<file path="config.mk">
export PLATFORM = sky130hd
export DESIGN_NAME = spi_transaction_controller
export DESIGN_NICKNAME = d
export VERILOG_FILES = /design/src/rtl/spi_pkg.sv /design/src/rtl/spi_bit_counter.sv /design/src/rtl/spi_transaction_controller.sv
export SDC_FILE = /design/constraint.sdc
export NUM_CORES = 1
export LEC_CHECK = 0
export CAP_MARGIN = 20
export CORE_UTILIZATION = 45
export CTS_BUF_LIST = sky130_fd_sc_hd__clkbuf_8
export DETAILED_ROUTE_END_ITERATION = 6
export PLACE_DENSITY_LB_ADDON = 0.1
export SLEW_MARGIN = 20
export SYNTH_ARGS = -nofsm -noshare
export SYNTH_HDL_FRONTEND = slang
export SYNTH_SLANG_ARGS = --single-unit
</file>
<file path="constraint.sdc">
create_clock -name s_clk -period 2 [get_ports s_clk]
set_clock_uncertainty 0.15 [all_clocks]
set_input_delay 0.4 -clock s_clk [delete_from_list [all_inputs] [get_ports s_clk]]
set_output_delay 0.4 -clock s_clk [all_outputs]
set_load 0.05 [all_outputs]
</file>
<file path="src/rtl/spi_pkg.sv">
// Shared definitions for the SPI memory slave transaction controller.
//   state_t         : controller state encoding (3 bits)
//   *_DEFAULT       : default frame geometry (address / data bits)
//   bit_cnt_width() : bit counter width wide enough for the longest phase
package spi_pkg;

    localparam int unsigned ADDR_W_DEFAULT = 7;
    localparam int unsigned DATA_W_DEFAULT = 8;

    typedef enum logic [2:0] {
        IDLE      = 3'd0,
        ADDR      = 3'd1,
        DECODE    = 3'd2,
        RD_LOAD   = 3'd3,
        RD_DATA   = 3'd4,
        WR_DATA   = 3'd5,
        WR_COMMIT = 3'd6,
        DONE      = 3'd7
    } state_t;

    // Longest phase is either the header (address + R/W) or the data field.
    function automatic int unsigned bit_cnt_width(input int unsigned addr_w,
                                                  input int unsigned data_w);
        int unsigned span;
        span = ((addr_w + 1) > data_w) ? (addr_w + 1) : data_w;
        return $clog2(span) + 1;
    endfunction

    localparam int unsigned BIT_CNT_W_DEFAULT =
        bit_cnt_width(ADDR_W_DEFAULT, DATA_W_DEFAULT);

endpackage

</file>
<file path="src/rtl/spi_bit_counter.sv">
// SCLK bit counter for one frame phase.
//   clk, rst : system clock, asynchronous active-high reset
//   clear    : synchronous clear (dominates inc)
//   inc      : count one SCLK rising edge
//   terminal : number of bits in the current phase
//   count    : bits counted so far in this phase
//   last     : the next inc completes the phase
module spi_bit_counter #(
    parameter int unsigned W = 4
) (
    input  logic         clk,
    input  logic         rst,
    input  logic         clear,
    input  logic         inc,
    input  logic [W-1:0] terminal,
    output logic [W-1:0] count,
    output logic         last
);

    always_ff @(posedge clk or posedge rst) begin
        if (rst) begin
            count <= '0;
        end else if (clear) begin
            count <= '0;
        end else if (inc) begin
            count <= count + W'(1);
        end
    end

    // Flag is raised one bit early so the FSM can leave the phase on the
    // terminal pulse itself rather than a cycle later.
    assign last = (count == (terminal - W'(1)));

endmodule

</file>
<file path="src/rtl/spi_transaction_controller.sv">
// System-clock-domain sequencer for the SPI memory slave.
//   s_clk, reset : system clock, asynchronous active-high reset
//   cs_n         : conditioned chip select, active low
//   sclk_pos     : one-cycle pulse per SCLK rising edge
//   sclk_neg     : one-cycle pulse per SCLK falling edge (observed only)
//   rw_bit       : shift register bit 0, read/write flag during DECODE
//   addr_we      : address latch write enable
//   sr_load      : shift register parallel-load enable
//   miso_en      : MISO buffer enable
//   dm_we        : data memory write enable
//   busy         : controller not idle
//   abort        : one-cycle pulse after a mid-frame chip-select release
//   xfer_count   : completed transactions, wrapping
module spi_transaction_controller
    import spi_pkg::*;
#(
    parameter int unsigned ADDR_W = ADDR_W_DEFAULT,
    parameter int unsigned DATA_W = DATA_W_DEFAULT,
    parameter int unsigned CNT_W  = 8
) (
    input  logic             s_clk,
    input  logic             reset,
    input  logic             cs_n,
    input  logic             sclk_pos,
    input  logic             sclk_neg,
    input  logic             rw_bit,
    output logic             addr_we,
    output logic             sr_load,
    output logic             miso_en,
    output logic             dm_we,
    output logic             busy,
    output logic             abort,
    output logic [CNT_W-1:0] xfer_count
);

    localparam int unsigned BIT_CNT_W = bit_cnt_width(ADDR_W, DATA_W);

    state_t               state;
    state_t               state_nxt;
    logic                 cnt_clear;
    logic                 cnt_inc;
    logic                 cnt_last;
    logic [BIT_CNT_W-1:0] cnt_terminal;
    logic [BIT_CNT_W-1:0] bit_cnt;
    logic                 abort_nxt;
    logic                 done_entry;

    // Counter only runs in the bit-shifting phases; holding it clear elsewhere
    // gives the "cleared on entry" behaviour for ADDR and both data phases.
    always_comb begin
        cnt_clear    = !(state inside {ADDR, RD_DATA, WR_DATA});
        cnt_inc      = sclk_pos && !cnt_clear;
        cnt_terminal = (state == ADDR) ? BIT_CNT_W'(ADDR_W + 1) : BIT_CNT_W'(DATA_W);
    end

    spi_bit_counter #(
        .W (BIT_CNT_W)
    ) u_bit_counter (
        .clk      (s_clk),
        .rst      (reset),
        .clear    (cnt_clear),
        .inc      (cnt_inc),
        .terminal (cnt_terminal),
        .count    (bit_cnt),
        .last     (cnt_last)
    );

    always_ff @(posedge s_clk or posedge reset) begin
        if (reset) begin
            state <= IDLE;
        end else begin
            state <= state_nxt;
        end
    end

    // Chip-select release is checked before the terminal pulse in every
    // abortable state, so a simultaneous release and final bit aborts.
    always_comb begin
        state_nxt = state;
        abort_nxt = 1'b0;
        unique case (state)
            IDLE: begin
                if (!cs_n) state_nxt = ADDR;
            end
            ADDR: begin
                if (cs_n) begin
                    state_nxt = IDLE;
                    abort_nxt = 1'b1;
                end else if (sclk_pos && cnt_last) begin
                    state_nxt = DECODE;
                end
            end
            DECODE: begin
                if (cs_n) begin
                    state_nxt = IDLE;
                    abort_nxt = 1'b1;
                end else begin
                    state_nxt = rw_bit ? RD_LOAD : WR_DATA;
                end
            end
            RD_LOAD: begin
                state_nxt = RD_DATA;
                if (cs_n) begin
                    state_nxt = IDLE;
                    abort_nxt = 1'b1;
                end
            end
            RD_DATA: begin
                if (cs_n) begin
                    state_nxt = IDLE;
                    abort_nxt = 1'b1;
                end else if (sclk_pos && cnt_last) begin
                    state_nxt = DONE;
                end
            end
            WR_DATA: begin
                if (cs_n) begin
                    state_nxt = IDLE;
                    abort_nxt = 1'b1;
                end else if (sclk_pos && cnt_last) begin
                    state_nxt = WR_COMMIT;
                end
            end
            WR_COMMIT: begin
                state_nxt = DONE;
            end
            DONE: begin
                if (cs_n) state_nxt = IDLE;
            end
            default: begin
                state_nxt = IDLE;
            end
        endcase
    end

    assign done_entry = (state_nxt == DONE) && (state != DONE);

    always_ff @(posedge s_clk or posedge reset) begin
        if (reset) begin
            abort      <= 1'b0;
            xfer_count <= '0;
        end else begin
            abort <= abort_nxt;
            if (done_entry) xfer_count <= xfer_count + CNT_W'(1);
        end
    end

    always_comb begin
        addr_we = (state == DECODE);
        sr_load = (state == RD_LOAD);
        miso_en = (state == RD_LOAD) || (state == RD_DATA);
        dm_we   = (state == WR_COMMIT);
        busy    = (state != IDLE);
    end

    // sclk_neg has no state effect here; bit_cnt is exposed for debug probing.
    logic unused_observe;
    assign unused_observe = sclk_neg ^ (^bit_cnt);

endmodule

</file>
## Word level (Yosys, flattened, before mapping)

Cells that the tools add are included.

| storage, ports and cells | value |
|---|---|
| flip-flop bits (word level) | 16 |
| input bits | 6 |
| output and inout port bits | 14 |
| word-level logic and storage cells | 41 |

| cells by class | value |
|---|---|
| $add $sub $neg | 2 |
| equality and inequality tests | 11 |
| multiplexer cells | 16 |
| reduce and logical (&&, ||, !) cells | 8 |

Operator list:

| kind | count |
|---|---|
| 3-bit two-way mux | 11 |
| 3-bit case mux with 8 select lines | 1 |
| 3-bit equality test, second input constant | 5 |
| 8-bit by 1-bit adder with 8-bit output, second input constant | 1 |
| 4-bit two-way mux | 2 |
| 3-bit by 2-bit equality test with 1-bit output, second input constant | 2 |
| 3-bit nonzero test | 2 |
| 5-bit OR reduction | 1 |
| 4-bit by 1-bit adder with 4-bit output, second input constant | 1 |
| 4-bit by 3-bit equality test with 1-bit output, second input constant | 1 |
| 3-bit by 1-bit equality test with 1-bit output, second input constant | 1 |
| 1-bit logical AND | 3 |
| 3-bit zero test | 1 |
| 3-bit != test, second input constant | 1 |
| 1-bit two-way mux | 2 |
| 2-bit != test, second input constant | 1 |
| 1-bit logical OR | 1 |

## Depth between registers and ports, before layout

Gate-level depths: netlist of run 1.

| logic depth | value |
|---|---|
| word-level depth | 7 |
| mapped depth | 5 |

## Hierarchy

From an unflattened synthesis of run 1, not the netlist that was laid out.

| second synthesis, totals | value |
|---|---|
| cells, all modules | 97 |
| area, all modules | 929.6 um^2 |

By module, submodules not included:

| module | times used | cells each | area each (um^2) |
|---|---|---|---|
| spi_transaction_controller | 1 | 70 | 663.1 |
| spi_bit_counter | 1 | 27 | 266.5 |

## Worst setup path after synthesis of run 1

No wires, ideal clock.

| path | value |
|---|---|
| kind | flip-flop to output port |
| start | reg state[0] |
| end | out miso_en |
| arrival | 1.513 ns |
| slack | -0.063 ns |
| cell stages (with the launch flop) | 4 |
| path buffers | 1 |
| cell sequence | dfrtp_1 -> clkbuf_1 -> nand2b_1 -> o22ai_1 |

| on the way | value |
|---|---|
| word-level cells in the longest chain between the ends | 2 |
| elaborated cells between the ends (all ways) | 3 |
| classes of those cells | eq/ne: 2; reduce/logical: 1 |

Ends and longest elaborated chain:

| item | RTL line | RTL |
|---|---|---|
| start, declared | spi_transaction_controller.sv:38 | `state_t state;` |
| start signal, assigned | spi_transaction_controller.sv:72 | `state <= state_nxt;` |
| 3-bit by 2-bit equality test with 1-bit output or 3-bit equality test (tied branches) | spi_transaction_controller.sv:151 | `miso_en = (state == RD_LOAD) \|\| (state == RD_DATA);` |
| 1-bit logical OR (*) | spi_transaction_controller.sv:151 |  |
| end, declared | spi_transaction_controller.sv:29 | `output logic miso_en,` |

Mark *: on every way between the ends. The rest lies on a longest branch, timed or not.

## Worst setup path after layout of run 1

Ends and elaborated chain as after synthesis.

==> run_results.csv, run 1 <==
group,metric,value,unit
pwr,vdd.ir_drop.worst,0.4799,mV
cts,postCtsSetupBuffers,0,
placement,gpl.final_weighted_congestion,0.7613,
die,coreArea,1764,um^2
cts,cts_num_sinks,16,
global_route,grt_first_pass_wirelength,2546,um
timing,slew_viol_final,0,
yosys,synth_top_family_by_area,"simple AND/OR/NAND/NOR gates",
cells_and_area,drive_gt1_frac,0.2897,
setup_path,r2r-end,"xfer_count[1]",
hold_path,hold_depth,1,
timing,fin_crit_sh,0.9656,
setup_path,critPathLaunch,"state[0]",
yosys,netlist_area,873.3,um^2
die,start_util,0.4950,
timing,worstMarginPinSlew,602.9,ps
cts,cts-root-buf,"clkbuf_8",
yosys,synthMuxAreaShare,0.02865,
cells_and_area,area_growth,35.39,%
drt,initialDrtViolationCount,22,
cells_and_area,multi_input_area,450.4,um^2
timing,slew_headroom,0.5976,
timing,setup_tns,0,ps
setup_path,start_kind,"flop",
yosys,netlist_top_cells_area,"dfrtp_1 (46%), xnor2_1 (5.0%), xor2_1 (5.0%), nand2_1 (3.0%), nor2_1 (3.0%)",
cts,clockBufferDepth,2,
hold_path,hold_path.class,"flop to flop",
timing,hold_viol,0,
cells_and_area,nNetsFinal,116,
global_route,antenna_found_initial,0,
yosys,synth.top_cell.area_share,0.4585,
hold_path,worstHoldEndpoint,"xfer_count[7]",
yosys,synth_nets,92,
drt,drc,0,
cells_and_area,antennaDiodeCount,0,
yosys,synth-simple-area-share,0.2507,
cts,cts_buffers,3,
cts,clk_pin_slew_worst_paths,60,ps
pwr,p_per_area,580.3,nW/um^2
setup_path,crit_type,"flop to primary output",
placement,placed_area,1124,um^2
setup_path,max_stage_delay,480,ps
die,die_y,46.06,um
cells_and_area,stdcell_area,1182,um^2
die,die_area,2121,um^2
yosys,synth_xor_area_frac,0.1003,
die,die_x,46.06,um
drt,dr_total_vias,674,
timing,rsz0062_at_grt,"no",
timing,fmax,0.5178,GHz
yosys,post-synth-top-count-cell,"dfrtp_1",
yosys,yosys_most_used_dff,"dfrtp_1",
global_route,grt_pass1_vias,581,
setup_path,r2r_slack,340,ps
yosys,synthTopCellsByCount,"dfrtp_1 (16), nand2_1 (7), nor2_1 (7)",
global_route,grt_max_degree,17,
drt,viasPerCell,5.106,
setup_path,worstSetupEndpointType,"primary output",
pwr,leakagePower,0.6038,nW
setup_path,required,1450,ps
drt,drt_wl_total,1652,um
setup_path,reg2reg_depth,5,
yosys,syn_area_per_cell,10.40,um^2
setup_path,cp.arrival,1380,ps
die,rows,15,
yosys,synth_fa_ha_area_frac,0.02865,
hold_path,min-delay-start,"xfer_count[7]",
yosys,ys_warn_count,0,
placement,port_buffers,18,
die,ioPinCount,20,
cts,clk_latency,250,ps
yosys,yosysSeqAreaShare,0.4585,
drt,antenna_left,0,
cells_and_area,regArea,401.6,um^2
cts,ctsHtreeMaxLevel,1,
timing,fin_crit,1931,ps
yosys,synthCells,84,
setup_path,crit_fanout,10,
yosys,synth_async_sr_flop_share,1.000,
timing,setup_violations,0,
run,drv_cap,0,
yosys,yosysTopAreaCell,"dfrtp_1",
yosys,yosysUniqueCellTypes,30,
cts,cts_tree,"done",
drt,first_pass_iters,3,
placement,dp_hpwl,1179,um
drt,wl_per_cell,12.52,um
yosys,synth_edf_count,0,
setup_path,r2r-start,"u_bit_counter.count[0]",
run_status,status,"finished, final reports clean",
yosys,synth-compound-area-share,0.09742,
yosys,yosys_register_bits,16,
setup_path,slowest_stage,"dfrtp_1",
setup_path,cp_cell_sequence,"nand2b_2 -> o22ai_2 -> buf_12",
global_route,grtUsageTotal,0.1739,
cells_and_area,fillerInstances,162,
global_route,grt.overflow.total,0,
[registers in the layout, indices dropped and copies added (netlist names)]
name	flops
xfer_count	8
u_bit_counter.count	4
state	3
abort	1
[how the worst max path moves through the flow]
stage,slack (ps),depth (start not counted),endpoint
2_1_floorplan,70,3,sr_load
3_3_place_gp,30,5,xfer_count[1]
3_5_place_dp,10,5,xfer_count[1]
4_1_cts,30,3,miso_en
5_1_grt,20,3,dm_we
6_report,70,3,miso_en
[cells by family (layout without fill, tap and decap cells)]
kind of cell / count (synthesis) / in the layout
XOR/XNOR: 10 / 10
multiplexers: 2 / 2
AO/OA/AOI/OAI: 12 / 12
AND/OR/NAND/NOR: 34 / 34
buffers and inverters: 8 / 31
adder cells (fa/ha/maj): 2 / 2
flip-flops: 16 / 16
[layout make-up]
cell class                 count  share of cell area
sequential                    16              0.3397
tap                           25             0.02646
timing repair buffer          22              0.1905
multi-input combinational     60              0.3810
inverter                       5             0.01587
clock buffer                   4             0.04656
[layout by cell type, fill, tap and decap left out, types with 2 or more instances in the layout]
cell type / count
a21oi_1: 4
and3_1: 3
buf_12: 4
buf_4: 14
clkbuf_8: 4
clkdlybuf4s50_1: 4
dfrtp_1: 15
ha_1: 2
inv_1: 5
nand2_1: 7
nand3_1: 4
nand4_1: 2
nor2_1: 7
nor3_1: 2
nor3b_2: 2
o22ai_1: 2
xnor2_1: 5
xor2_1: 5
[power breakdown]
| part | switching (W) | internal (W) |
|---|---|---|
| combinational | 0.0000353 | 0.0000255 |
| sequential | 0.00000759 | 0.000330 |
| clock | 0.000113 | 0.000175 |
[per-layer routing]
metal	GRT usage	part of all wire
met1	0.2426	0.49
met2	0.2451	0.46
met3	0.03529	0.033
met4	0.1059	0.0073
met5	0	0
[timing repair]
action | in CTS | in global routing
gates resized for setup | 0 | 2
setup endpoints to repair | 0 | 2
hold buffers | 0 | 0
[worst max-delay path: cells and delay by family (launching register included)]
| family | cells | cell delay, ps |
|---|---|---|
| flip-flops | 1 | 480 |
| AND/OR/NAND/NOR | 1 | 270 |
| AO/OA/AOI/OAI | 1 | 210 |
| buffers and inverters | 1 | 170 |
[stage by stage]
stage,util,worst slack (ps),total power (W),std cells,hold WS [ps]
after floorplan,-,72.98,0.0003783,84,163.7
after global placement,0.6369,26.49,0.0004023,128,311.9
after detailed placement,0.6369,14.03,0.0004040,128,316.5
after CTS,0.6681,34.02,0.0006940,132,329.7
after global routing,0.6702,16.30,0.0007124,132,358.1
final,0.6702,68.70,0.0006861,132,323.8
(Power assumes the default switching activity.)
==> run 2: changes to the inputs <==
--- a/config.mk
+++ b/config.mk
@@ -9,6 +9,7 @@
 export CORE_UTILIZATION = 45
 export CTS_BUF_LIST = sky130_fd_sc_hd__clkbuf_8
 export DETAILED_ROUTE_END_ITERATION = 6
+export GPL_TIMING_DRIVEN = 0
 export PLACE_DENSITY_LB_ADDON = 0.1
 export SLEW_MARGIN = 20
 export SYNTH_ARGS = -nofsm -noshare
==> run 2 against run 1 <==
- first-iteration DRC count shrank 77%
- highest routed layer unchanged
- sequential power about the same
- count of clock-buffer cells in the layout is the same
- global-route usage fell by 0.14 points
- cell count shrank 1.5%
- die area unchanged
==> run_results.csv, run 2 (synthesis results as in run 1) <==
group,metric,value,unit
timing,worstMarginPinSlew,624.3,ps
cells_and_area,regMostFlops,"xfer_count",
timing,setup_tns,0,ps
cts,cts_buffers,3,
drt,antenna_left,0,
timing,fin_crit,1953,ps
drt,wl_per_cell,12.05,um
cts,clockBufferDepth,2,
hold_path,min-delay-start,"xfer_count[7]",
run,drv_cap,0,
cts,clk_pin_slew_worst_paths,70,ps
pwr,vdd.ir_drop.worst,0.3783,mV
hold_path,worstHoldEndpoint,"xfer_count[7]",
cts,clk_latency,250,ps
pwr,power.share.combinational,0.083,
die,die_x,46.06,um
cts,cts_num_sinks,16,
timing,slew_headroom,0.5833,
pwr,seq_power_share,0.494,
cells_and_area,regArea,400.4,um^2
timing,fmax,0.5120,GHz
drt,drt_wl_total,1566,um
die,die_area,2121,um^2
setup_path,crit_type,"flop to primary output",
cts,cts_tree,"done",
cts,cts_hold_buf,0,
pwr,clockPowerShare,0.423,
cells_and_area,stdcell_area,1120,um^2
cells_and_area,multi_input_area,447.9,um^2
setup_path,crit_top_cell,"clkbuf_4",
setup_path,slowest_stage,"dfrtp_1",
placement,gpl.final_weighted_congestion,0.7282,
setup_path,required,1450,ps
hold_path,hold_depth,1,
hold_path,hold_path.class,"flop to flop",
timing,setup_violations,0,
die,die_y,46.06,um
setup_path,start_kind,"flop",
cts,postCtsSetupBuffers,0,
timing,hold_viol,0,
cells_and_area,fillerInstances,160,
cells_and_area,layout_commonest_cell,"dfrtp_1",
drt,first_pass_iters,4,
cells_and_area,nNetsFinal,114,
global_route,grt_pass1_vias,594,
setup_path,reg2reg_depth,5,
timing,rsz0062_at_grt,"yes",
global_route,grt.overflow.total,0,
run_status,status,"finished, final reports clean",
placement,port_buffers,18,
cells_and_area,final_cell_mix,"dfrtp_1 (16), nor2_1 (7), nand2_1 (7), dlygate4sd2_1 (7)",
drt,drc,0,
setup_path,r2r-start,"u_bit_counter.count[0]",
die,coreArea,1764,um^2
cts,cts-root-buf,"clkbuf_8",
global_route,grtUsageTotal,0.1726,
die,ioPinCount,20,
drt,dr_total_vias,672,
die,rows,15,
pwr,leakagePower,0.6183,nW
pwr,switching_share,0.2276,
timing,slew_viol_final,0,
drt,viasPerCell,5.169,
global_route,antenna_found_initial,0,
cells_and_area,area_growth,28.22,%
drt,initialDrtViolationCount,5,
setup_path,r2r_slack,310,ps
global_route,grt_max_degree,17,
cells_and_area,largest_reg_flops,8,
global_route,grt_first_pass_wirelength,2504,um
cts,ctsHtreeMaxLevel,1,
setup_path,cp.arrival,1400,ps
cells_and_area,antennaDiodeCount,0,
pwr,p_per_area,608.8,nW/um^2
die,start_util,0.4950,
setup_path,max_stage_delay,380,ps
placement,placed_area,1091,um^2
timing,fin_crit_sh,0.9766,
pwr,p_int,0.0005266,W
placement,dp_hpwl,1124,um
setup_path,worstSetupEndpointType,"primary output",
setup_path,cp_cell_sequence,"clkbuf_4 -> and2b_1 -> and2_1 -> clkbuf_4",
cells_and_area,reg.largest.list,"xfer_count: 8 flops, u_bit_counter.count: 4 flops, state: 3 flops",
cells_and_area,drive_gt1_frac,0.1714,
setup_path,r2r-end,"xfer_count[1]",
setup_path,crit_fanout,10,
pwr,p_sw,0.0001552,W
## run 2: changes by cell type in the layout (fill, tap and decap cells not counted), sizes merged
cell           previous run  this run
clkdlybuf4s50             4         5
dlygate4sd2               0         7
buf                      18         4
clkbuf                    4         7
dlymetal6s2s              0         1
## run 2: layout make-up
type                    count  share of cell area
flip-flops and latches     16              0.3575
well taps                  25             0.02793
inverters                   5             0.01676
clock buffers               4             0.04916
repair buffers             18              0.1374
multi-input cells          60              0.4000
plain buffers               2             0.01117
## run 2: timing repair
action / CTS / global route
endpoints found under the setup margin: 12 / 5
pin swaps: 0 / 0
gates resized for setup: 30 / 7
## run 2: power groups by stage
stage          Combinational, W  Sequential (W)  Clock (W)
2_1_floorplan         0.0000353        0.000343          0
3_3_place_gp          0.0000620        0.000339          0
3_5_place_dp          0.0000632        0.000339          0
4_1_cts               0.0000577        0.000337   0.000295
5_1_grt               0.0000626        0.000337   0.000307
6_report              0.0000567        0.000337   0.000288
## run 2: critical path: cells and delay by family, from the launching register on
kind | cells | cell delay, ps
buffers and inverters | 2 | 390
DFF | 1 | 380
and+or+nand+nor | 2 | 380
## run 2: per-layer routing
| layer | wire length [um] | track usage |
|---|---|---|
| met5 | 0 | 0 |
| met4 | 48 | 0.1235 |
| met3 | 79 | 0.03529 |
| met2 | 647 | 0.2563 |
| met1 | 790 | 0.2214 |
## run 2: worst max-delay path by stage
stage | startpoint | end | slack, ps | depth (start not counted)
after detailed placement | state[0] | miso_en | -350 | 4
after global routing | state[0] | dm_we | -9 | 3
after floorplan | state[1] | sr_load | 70 | 3
final | state[2] | dm_we | 50 | 4
after CTS | state[1] | sr_load | 4 | 4
after global placement | state[0] | dm_we | -340 | 4
## run 2: through the flow
| stage | power (W) | instances | util | setup slack (ps) | hold slack [ps] |
|---|---|---|---|---|---|
| global route | 0.0007070 | 130 | 0.6348 | -8.723 | 333.3 |
| detailed placement | 0.0004027 | 127 | 0.6184 | -352.0 | 319.5 |
| global placement | 0.0004011 | 127 | 0.6184 | -337.5 | 309.2 |
| finish | 0.0006817 | 130 | 0.6348 | 46.84 | 317.6 |
| floorplan | 0.0003783 | 84 | - | 72.98 | 163.7 |
| CTS | 0.0006892 | 130 | 0.6376 | 3.788 | 328.3 |
